<file path="src/rtl/lr_consistency_check_param.sv">
// lr_consistency_check_param
//
// Left-right disparity consistency check for the stereo pipeline. Each left
// disparity dL at column x is compared against the right disparity found at
// column x-dL. The pixel keeps dL when the two agree within a runtime
// tolerance, and is replaced by INVALID_VALUE otherwise. A bypass mode passes
// dL through unchanged. The block also counts invalid pixels per frame and
// flags left/right SOF misalignment.
//
// Ports
//   clk                   pipeline clock
//   rst_n                 asynchronous reset, active low
//   en, pixelEN           a beat is a cycle with en & pixelEN
//   Disparity_Left        {SOF, dL}
//   Disparity_Right       {SOF, dR}, column-aligned with the left stream
//   check_en              1 = check, 0 = bypass
//   tolerance             maximum allowed |dL - dR|
//   dispOutput_left       {SOF, checked disparity}, two beats after input
//   dispOutput_left_valid one-cycle pulse when dispOutput_left is updated
//   invalid_count         invalid pixels counted in the last completed frame
//   sync_err              sticky left/right SOF mismatch flag
module lr_consistency_check_param #(
  parameter int MAXDISPARITY  = 64,
  parameter int DISP_WIDTH    = 8,
  parameter int INPUTDATAWID  = 9,
  parameter int OUTPUTDATAWID = 9,
  parameter int IMAGE_WIDTH   = 640,
  parameter int INVALID_VALUE = 0,
  parameter int CNT_WIDTH     = 20
) (
  input  logic                     clk,
  input  logic                     rst_n,
  input  logic                     en,
  input  logic                     pixelEN,
  input  logic [INPUTDATAWID-1:0]  Disparity_Left,
  input  logic [INPUTDATAWID-1:0]  Disparity_Right,
  input  logic                     check_en,
  input  logic [3:0]               tolerance,
  output logic [OUTPUTDATAWID-1:0] dispOutput_left,
  output logic                     dispOutput_left_valid,
  output logic [CNT_WIDTH-1:0]     invalid_count,
  output logic                     sync_err
);

  localparam int XW = (IMAGE_WIDTH > 1) ? $clog2(IMAGE_WIDTH) : 1;
  localparam logic [XW-1:0]         X_LAST   = XW'(IMAGE_WIDTH - 1);
  localparam logic [DISP_WIDTH-1:0] INV_CODE = DISP_WIDTH'(INVALID_VALUE);

  logic                  beat;
  logic                  sof_l, sof_r;
  logic [DISP_WIDTH-1:0] dl, dr;

  assign beat  = en & pixelEN;
  assign sof_l = Disparity_Left[INPUTDATAWID-1];
  assign sof_r = Disparity_Right[INPUTDATAWID-1];
  assign dl    = Disparity_Left[DISP_WIDTH-1:0];
  assign dr    = Disparity_Right[DISP_WIDTH-1:0];

  // Column counter
  logic [XW-1:0] x_q, x_d;

  always_comb begin
    if (sof_l) begin
      x_d = '0;
    end else if (x_q == X_LAST) begin
      x_d = '0;
    end else begin
      x_d = x_q + 1'b1;
    end
  end

  // Right-disparity history. The lookup window includes the current pixel at
  // index 0, so only MAXDISPARITY-1 past values need storage:
  // rwin_q[k] holds dR(x-1-k) relative to the current column.
  logic [DISP_WIDTH-1:0] rwin_q [MAXDISPARITY-1];
  logic [DISP_WIDTH-1:0] win    [MAXDISPARITY];
  logic [DISP_WIDTH-1:0] rsel_d;
  logic                  oob_d;

  always_comb begin
    win[0] = dr;
    for (int k = 1; k < MAXDISPARITY; k++) begin
      win[k] = rwin_q[k-1];
    end
  end

  // dL outside the window never matches an index and selects 0
  always_comb begin
    rsel_d = '0;
    for (int k = 0; k < MAXDISPARITY; k++) begin
      if (int'(dl) == k) rsel_d = win[k];
    end
  end

  assign oob_d = (int'(dl) >= MAXDISPARITY) || (int'(dl) > int'(x_d));

  // Stage 1 registers
  logic [DISP_WIDTH-1:0] s1_dl_q, s1_rsel_q;
  logic                  s1_sof_q, s1_oob_q, s1_chk_q;
  logic [3:0]            s1_tol_q;

  // Stage 2 decision
  logic [DISP_WIDTH:0]   s2_a, s2_b, diff_d;
  logic                  reject_d;
  logic [DISP_WIDTH-1:0] out_d;

  assign s2_a     = {1'b0, s1_dl_q};
  assign s2_b     = {1'b0, s1_rsel_q};
  assign diff_d   = (s2_a >= s2_b) ? (s2_a - s2_b) : (s2_b - s2_a);
  assign reject_d = s1_chk_q & (s1_oob_q | (diff_d > (DISP_WIDTH+1)'(s1_tol_q)));
  assign out_d    = reject_d ? INV_CODE : s1_dl_q;

  // Pipeline fill, output and counters
  logic [1:0]               fill_q;
  logic [OUTPUTDATAWID-1:0] out_q;
  logic                     valid_q;
  logic [CNT_WIDTH-1:0]     run_q, invcnt_q;
  logic                     sync_q;
  logic                     load_out;

  // Stage 2 only holds a real pixel once stage 1 has been loaded at least once
  assign load_out = beat & (fill_q != 2'd0);

  always_ff @(posedge clk or negedge rst_n) begin
    if (!rst_n) begin
      x_q       <= '0;
      for (int k = 0; k < MAXDISPARITY-1; k++) rwin_q[k] <= '0;
      s1_dl_q   <= '0;
      s1_rsel_q <= '0;
      s1_sof_q  <= 1'b0;
      s1_oob_q  <= 1'b0;
      s1_chk_q  <= 1'b0;
      s1_tol_q  <= '0;
      fill_q    <= 2'd0;
      out_q     <= '0;
      valid_q   <= 1'b0;
      run_q     <= '0;
      invcnt_q  <= '0;
      sync_q    <= 1'b0;
    end else begin
      valid_q <= 1'b0;
      if (beat) begin
        x_q       <= x_d;
        rwin_q[0] <= dr;
        for (int k = 1; k < MAXDISPARITY-1; k++) rwin_q[k] <= rwin_q[k-1];
        s1_dl_q   <= dl;
        s1_rsel_q <= rsel_d;
        s1_sof_q  <= sof_l;
        s1_oob_q  <= oob_d;
        s1_chk_q  <= check_en;
        s1_tol_q  <= tolerance;
        if (fill_q != 2'd2) fill_q <= fill_q + 2'd1;
        if (sof_l != sof_r) sync_q <= 1'b1;
      end
      if (load_out) begin
        valid_q <= 1'b1;
        out_q   <= {s1_sof_q, out_d};
        // The SOF pixel closes the previous frame and opens the new count
        if (s1_sof_q) begin
          invcnt_q <= run_q;
          run_q    <= CNT_WIDTH'(reject_d);
        end else if (reject_d && (run_q != '1)) begin
          run_q <= run_q + 1'b1;
        end
      end
    end
  end

  assign dispOutput_left       = out_q;
  assign dispOutput_left_valid = valid_q;
  assign invalid_count         = invcnt_q;
  assign sync_err              = sync_q;

endmodule

</file>
<file path="config.mk">
export PLATFORM = sky130hd
export DESIGN_NAME = lr_consistency_check_param
export DESIGN_NICKNAME = d
export VERILOG_FILES = /design/src/rtl/lr_consistency_check_param.sv
export SDC_FILE = /design/constraint.sdc
export NUM_CORES = 1
export LEC_CHECK = 0
export ABC_AREA = 1
export ABC_CLOCK_PERIOD_IN_PS = 5300
export BUFFER_PORTS_ARGS = -buffer_cell sky130_fd_sc_hd__buf_2
export CAP_MARGIN = 20
export CORE_ASPECT_RATIO = 0.9
export CORE_UTILIZATION = 48
export DETAILED_ROUTE_END_ITERATION = 10
export PLACE_DENSITY = 0.75
export SYNTH_ARGS = -nofsm -noshare
export SYNTH_HDL_FRONTEND = slang
export SYNTH_SLANG_ARGS = --single-unit
</file>
<file path="constraint.sdc">
create_clock -name clk -period 5.3 [get_ports clk]
set_input_delay 1.06 -clock clk [delete_from_list [all_inputs] [get_ports clk]]
set_output_delay 1.06 -clock clk [all_outputs]
set_load 0.01 [all_outputs]
</file>
# --- Word-level counts from Yosys, hierarchy flattened ---
# Cells that the tools add are included.
word_totals:
  elab_cells: 236
  regBits: 590
  out_inout_bits: 31
op_classes:
  n_reduce_logical: 9
  addsub: 5
  eq_ne: 67
  order_cmp: 4
  bitwise: 4
  n_mux: 71
op_table:
  columns: ["cell", "count"]
  rows:
  - ["$mux 8", 65]
  - ["$eq 8x7->1 const B", 32]
  - ["$eq 8x6->1 const B", 16]
  - ["$eq 8x5->1 const B", 8]
  - ["$mux 20", 2]
  - ["$eq 8x4->1 const B", 4]
  - ["$add 20x1->20 const B", 1]
  - ["$mux 10", 2]
  - ["$ne 20x20->1 const B", 1]
  - ["$sub 8x8->9", 2]
  - ["$eq 8x3->1 const B", 2]
  - ["$add 10x1->10 const B", 1]
  - ["$eq 10x10->1 const B", 1]
  - ["$gt 8x10->1", 1]
  - ["$gt 9x4->1", 1]
  - ["$mux 9", 1]
  - ["$eq 8x2->1 const B", 1]
  - ["$ge 8x7->1 const B", 1]
  - ["$ge 8x8->1", 1]
  - ["$logic_not 8->1", 1]
  - ["$reduce_and 2->1", 4]
  - ["$reduce_bool 2->1", 2]
  - ["$and 1x1->1", 3]
  - ["$add 2x1->2 const B", 1]
  - ["6 further kinds", 6]

# --- Depth between registers and ports, before layout ---
depth:
  word_depth: 65
  depth_mapped: 42

# --- Worst setup path before layout ---
# No wires, ideal clock.
synth_timing:
  path_type: "register to register"
  startpoint: "reg s1_dl_q[2]"
  endpoint: "reg run_q[19]"
  path_slack_ps: 1054
  arrival_time_ps: 4122
  stages_incl_launch_ff: 40
  setup_time_ps: 124
  path_cell_list: "dfrtp_1 inv_1 ha_1 a21oi_1 o21ai_2 nand3_1 nand2_1 a21oi_1 o21bai_1 nand2_1 nand2_4 o21ai_0 xnor2_1 inv_1 ha_1 nand2_1 o21ai_0 o21ai_0 (+4 left out) nand3_1 nand2_1 clkinv_2 o311ai_2 nand2_4 inv_2 nor2_4 inv_2 nor3_4 nand2_2 nor3_2 nand2_1 inv_2 nand3_2 nor2_1 nand2_1 o21ai_1 a21oi_1"
synth_via:
  elab_chain_cells: 8
  word_cells_on_any_way: 10
  cone_classes: "2 x add/sub; 2 x order compare; 1 x mux; 2 x bitwise; 3 x reduce/logical"
synth_rtl:
  columns: ["element", "line_no", "source"]
  rows:
  - ["from (decl)", "98", "logic [DISP_WIDTH-1:0] s1_dl_q, s1_rsel_q;"]
  - ["from (signal assigned)", "146", "s1_dl_q <= dl;"]
  - ["$sub 8x8->9 / $ge 8x8->1 (equally long branches)", "109", "assign diff_d = (s2_a >= s2_b) ? (s2_a - s2_b) : (s2_b - s2_a);"]
  - ["$mux 9 (*)", "109", null]
  - ["$gt 9x4->1 (*)", "110", "assign reject_d = s1_chk_q & (s1_oob_q | (diff_d > (DISP_WIDTH+1)'(s1_tol_q)));"]
  - ["$or 1x1->1 (*)", "110", null]
  - ["$and 1x1->1 (*)", "110", null]
  - ["$logic_and 1x1->1 (*)", "162", "end else if (reject_d && (run_q != '1)) begin"]
  - ["$reduce_bool 2->1 (no source line) (*)", null, null]
  - ["$reduce_and 2->1 (no source line) (*)", null, null]
  - ["to (signal assigned)", "161", "run_q <= CNT_WIDTH'(reject_d);"]
  - ["to (signal assigned)", "163", "run_q <= run_q + 1'b1;"]
  - ["to (decl)", "117", "logic [CNT_WIDTH-1:0] run_q, invcnt_q;"]
# Every way passes the cells marked *; elsewhere a longest branch is shown, timed or not.
# A chain may end at the register's enable or synchronous reset.

# --- Worst setup path in the final report ---
# Same ends and word-level chain as after synthesis.

==> out/results.tsv <==
metric	value	unit
synthArstFlopShare	100	%
irDropWorstVdd	0.000214	V
status	completed	
netlist.area_leader.share	53.3	%
setup_viol	0	
die_area	58700	sq um
power.leakage	0.0143	uW
clock_skew	0.0194	ns
switchingPower	3560	uW
cts_made_buffers	59	
synth-seq-cells	590	
place_congestion	0.898	
slowest_stage	dfrtp_1	
nFillCells	5222	
cp_max_fo	9	
port_buffers	57	
synthTopCellsByArea	dfrtp_1 53%, nand2_1 15%, o21ai_0 12%, inv_1 7.3%, nor2_1 2.1%	
drive_above_1_share	7.75	%
synth_cell_types	44	
cts_max_level	2	
syn2layout_area_growth	13.5	%
gr-usage-all-layers	22.8	%
tritoncts	done	
p_comb_share	14.8	%
netSwitchingFraction	28.8	%
clkPwrFrac	36.4	%
critPathKind	reg -> reg	
clock_sinks	590	
maxCapViolCount	0	
first_iter_violations	2042	
setup_tns	0	ns
max_freq	208	MHz
rows	83	
viasPerCell	5.17	
power_density	393	nW/um^2
yosys_warnings	0	
syn_area	27700	sq um
dr.pass1.iters	5	
synth.most_common_cell	nand2_1	
num-nets-final	3689	
p_int	8790	uW
yosysTopAreaCell	dfrtp_1	
cts_root_buffer	clkbuf_16	
startpoint_type	flip-flop	
syn-instance-count	3551	
hold_violations	0	
core_region_area	57000	sq um
wirelength	66100	um
drc_errors	0	
clk_latency	0.63	ns
final_core_util	55.2	%
crit_required	5.81	ns
die_w	255	um
setup_ws	0.499	ns
synth_fp_nets	3612	
clk_path_buf_depth	3	
regArea	14800	sq um
dp_hpwl	43800	um
cp-end-kind	flip-flop	
fin_crit_sh	90.6	%
synth_commonest_cells	1,090 x nand2_1, 658 x o21ai_0, 590 x dfrtp_1, 538 x inv_1, 155 x nor2_1	
seq_power_share	48.8	%
fp.dieH	230	um
routedWlPerCell	14.9	um
grt_max_degree	276	
hp-class	in -> async	
ioPinCount	58	
clkSlewWorstSetupHoldPaths	0.06	ns
cpPeakStageDelay	0.40	ns
antenna_left	0	
grt_pass1_vias	21853	
grt_pass1_wl	111000	um
avgSynthCellArea	7.81	sq um
multi_input_area	10400	sq um
vias	22992	
synth_edf_count	0	
ys.flop_type	dfrtp_1	
slew_viol_final	0	
antenna_found_initial	0	
initial_core_util	48.6	%
tightest_slew	1.03	ns
ys_seq_area_share	53.3	%
slew_headroom	31.6	%
grt.overflow.total	0	
fin_crit	4.80	ns
crit_arrival	5.31	ns
dp_slack	0.0641	ns
==> worst max-delay path: cells and delay by family (launching register included) <==
kind                       cells  cell delay (ns)
and+or+nand+nor               18             1.69
AOI/OAI and AO/OA             12             1.39
buffers and inverters          6             0.51
adders and majority gates      2             0.50
DFF                            1             0.40
xor gates and xnor gates       1             0.16
==> registers in the layout, indices dropped and copies added (netlist names) <==
name,cells
dispOutput_left_valid,1
s1_chk_q,1
invalid_count,20
run_q,20
sync_err,1
fill_q,2
s1_dl_q,8
s1_tol_q,4
s1_sof_q,1
rwin_q,504
s1_rsel_q,8
x_q,10
dispOutput_left,9
s1_oob_q,1
==> cell families (layout without fill, tap and decap cells) <==
family          after synthesis  count (layout)  synth area share, %
simple gates               1442            1442                 21.0
fa+ha+maj                    34              34                 1.59
flops                       590             590                 53.3
buf+inv                     685             811                 9.31
compound gates              793             793                 14.6
xor+xnor                      7               7                0.221
other cells                   0               1                    0
==> per-layer routing <==
metal	wire [um]	GRT usage, %	up-vias
met3	3250	3.06	98
met4	1500	6.68	0
met2	30300	36.2	538
met5	0	0	-
met1	31000	32.7	10989
li1	-	-	11367
==> power by group through the flow <==
stage | Sequential, uW | Combinational, uW | Clock (uW)
detailed placement | 6070 | 1810 | 0
finish | 6020 | 1830 | 4500
global route | 6130 | 2160 | 4760
CTS | 6010 | 1830 | 4580
global placement | 6060 | 1750 | 0
floorplan | 5960 | 1220 | 0
==> cells in the final DEF, fill, tap and decap left out, drive strengths merged, types with 2 or more instances in the layout <==
cell	instances
xor2	5
a21oi	106
o21ai	662
ha	32
nand2	1095
clkbuf	88
buf	151
nand4	92
nand3b	2
a21o	2
o31ai	8
xnor2	2
a31oi	4
a211oi	2
o21bai	3
nor3	20
inv	546
or2	3
dfrtp	590
nor2	162
bufinv	8
fa	2
clkinv	17
nand3	67
==> per-stage QoR <==
stage | hold WS [ns] | cell area, sq um | cells | power (uW)
2_1_floorplan | 0.444 | 27700 | 3551 | 7170
3_3_place_gp | 0.455 | 29200 | 4324 | 7800
3_5_place_dp | 0.462 | 29200 | 4324 | 7890
4_1_cts | 0.481 | 31300 | 4434 | 12400
5_1_grt | 0.496 | 31500 | 4442 | 13000
6_report | 0.456 | 31500 | 4443 | 12400
==> layout make-up <==
type	instances	share of cell area, %
Multi-Input combinational cell	2276	33.1
Inverter	550	6.61
Antenna cell	1	0.00795
Clock buffer	88	5.68
Clock inverter	22	1.02
Sequential cell	590	46.9
Timing Repair Buffer	151	3.63
Tap cell	765	3.04
==> repair_timing <==
| item | 4_1_cts | 5_1_grt |
|---|---|---|
| setup endpoints to repair | 0 | 8 |
| resized for setup | 0 | 9 |
| hold buffers | 0 | 0 |
| buffers inserted | 0 | 6 |
==> final timing paths <==
check                                                from  cells after the start                             end  slack [ns]
setup / recovery                   s1_dl_q[2]$_DFFE_PN0P_                     39           run_q[19]$_DFFE_PN0P_        0.50
hold / removal                                      rst_n                      1    invalid_count[6]$_DFFE_PN0P_        0.46
setup reg to reg                   s1_dl_q[2]$_DFFE_PN0P_                     39           run_q[19]$_DFFE_PN0P_        0.50
hold reg to reg            dispOutput_left[8]$_DFFE_PN0P_                      2  dispOutput_left[8]$_DFFE_PN0P_        0.48
max in group asynchronous                           rst_n                      2         rwin_q[241]$_DFFE_PN0P_        3.54
min in group clk           dispOutput_left[8]$_DFFE_PN0P_                      2  dispOutput_left[8]$_DFFE_PN0P_        0.48
Power figures use the tool's default switching activity.
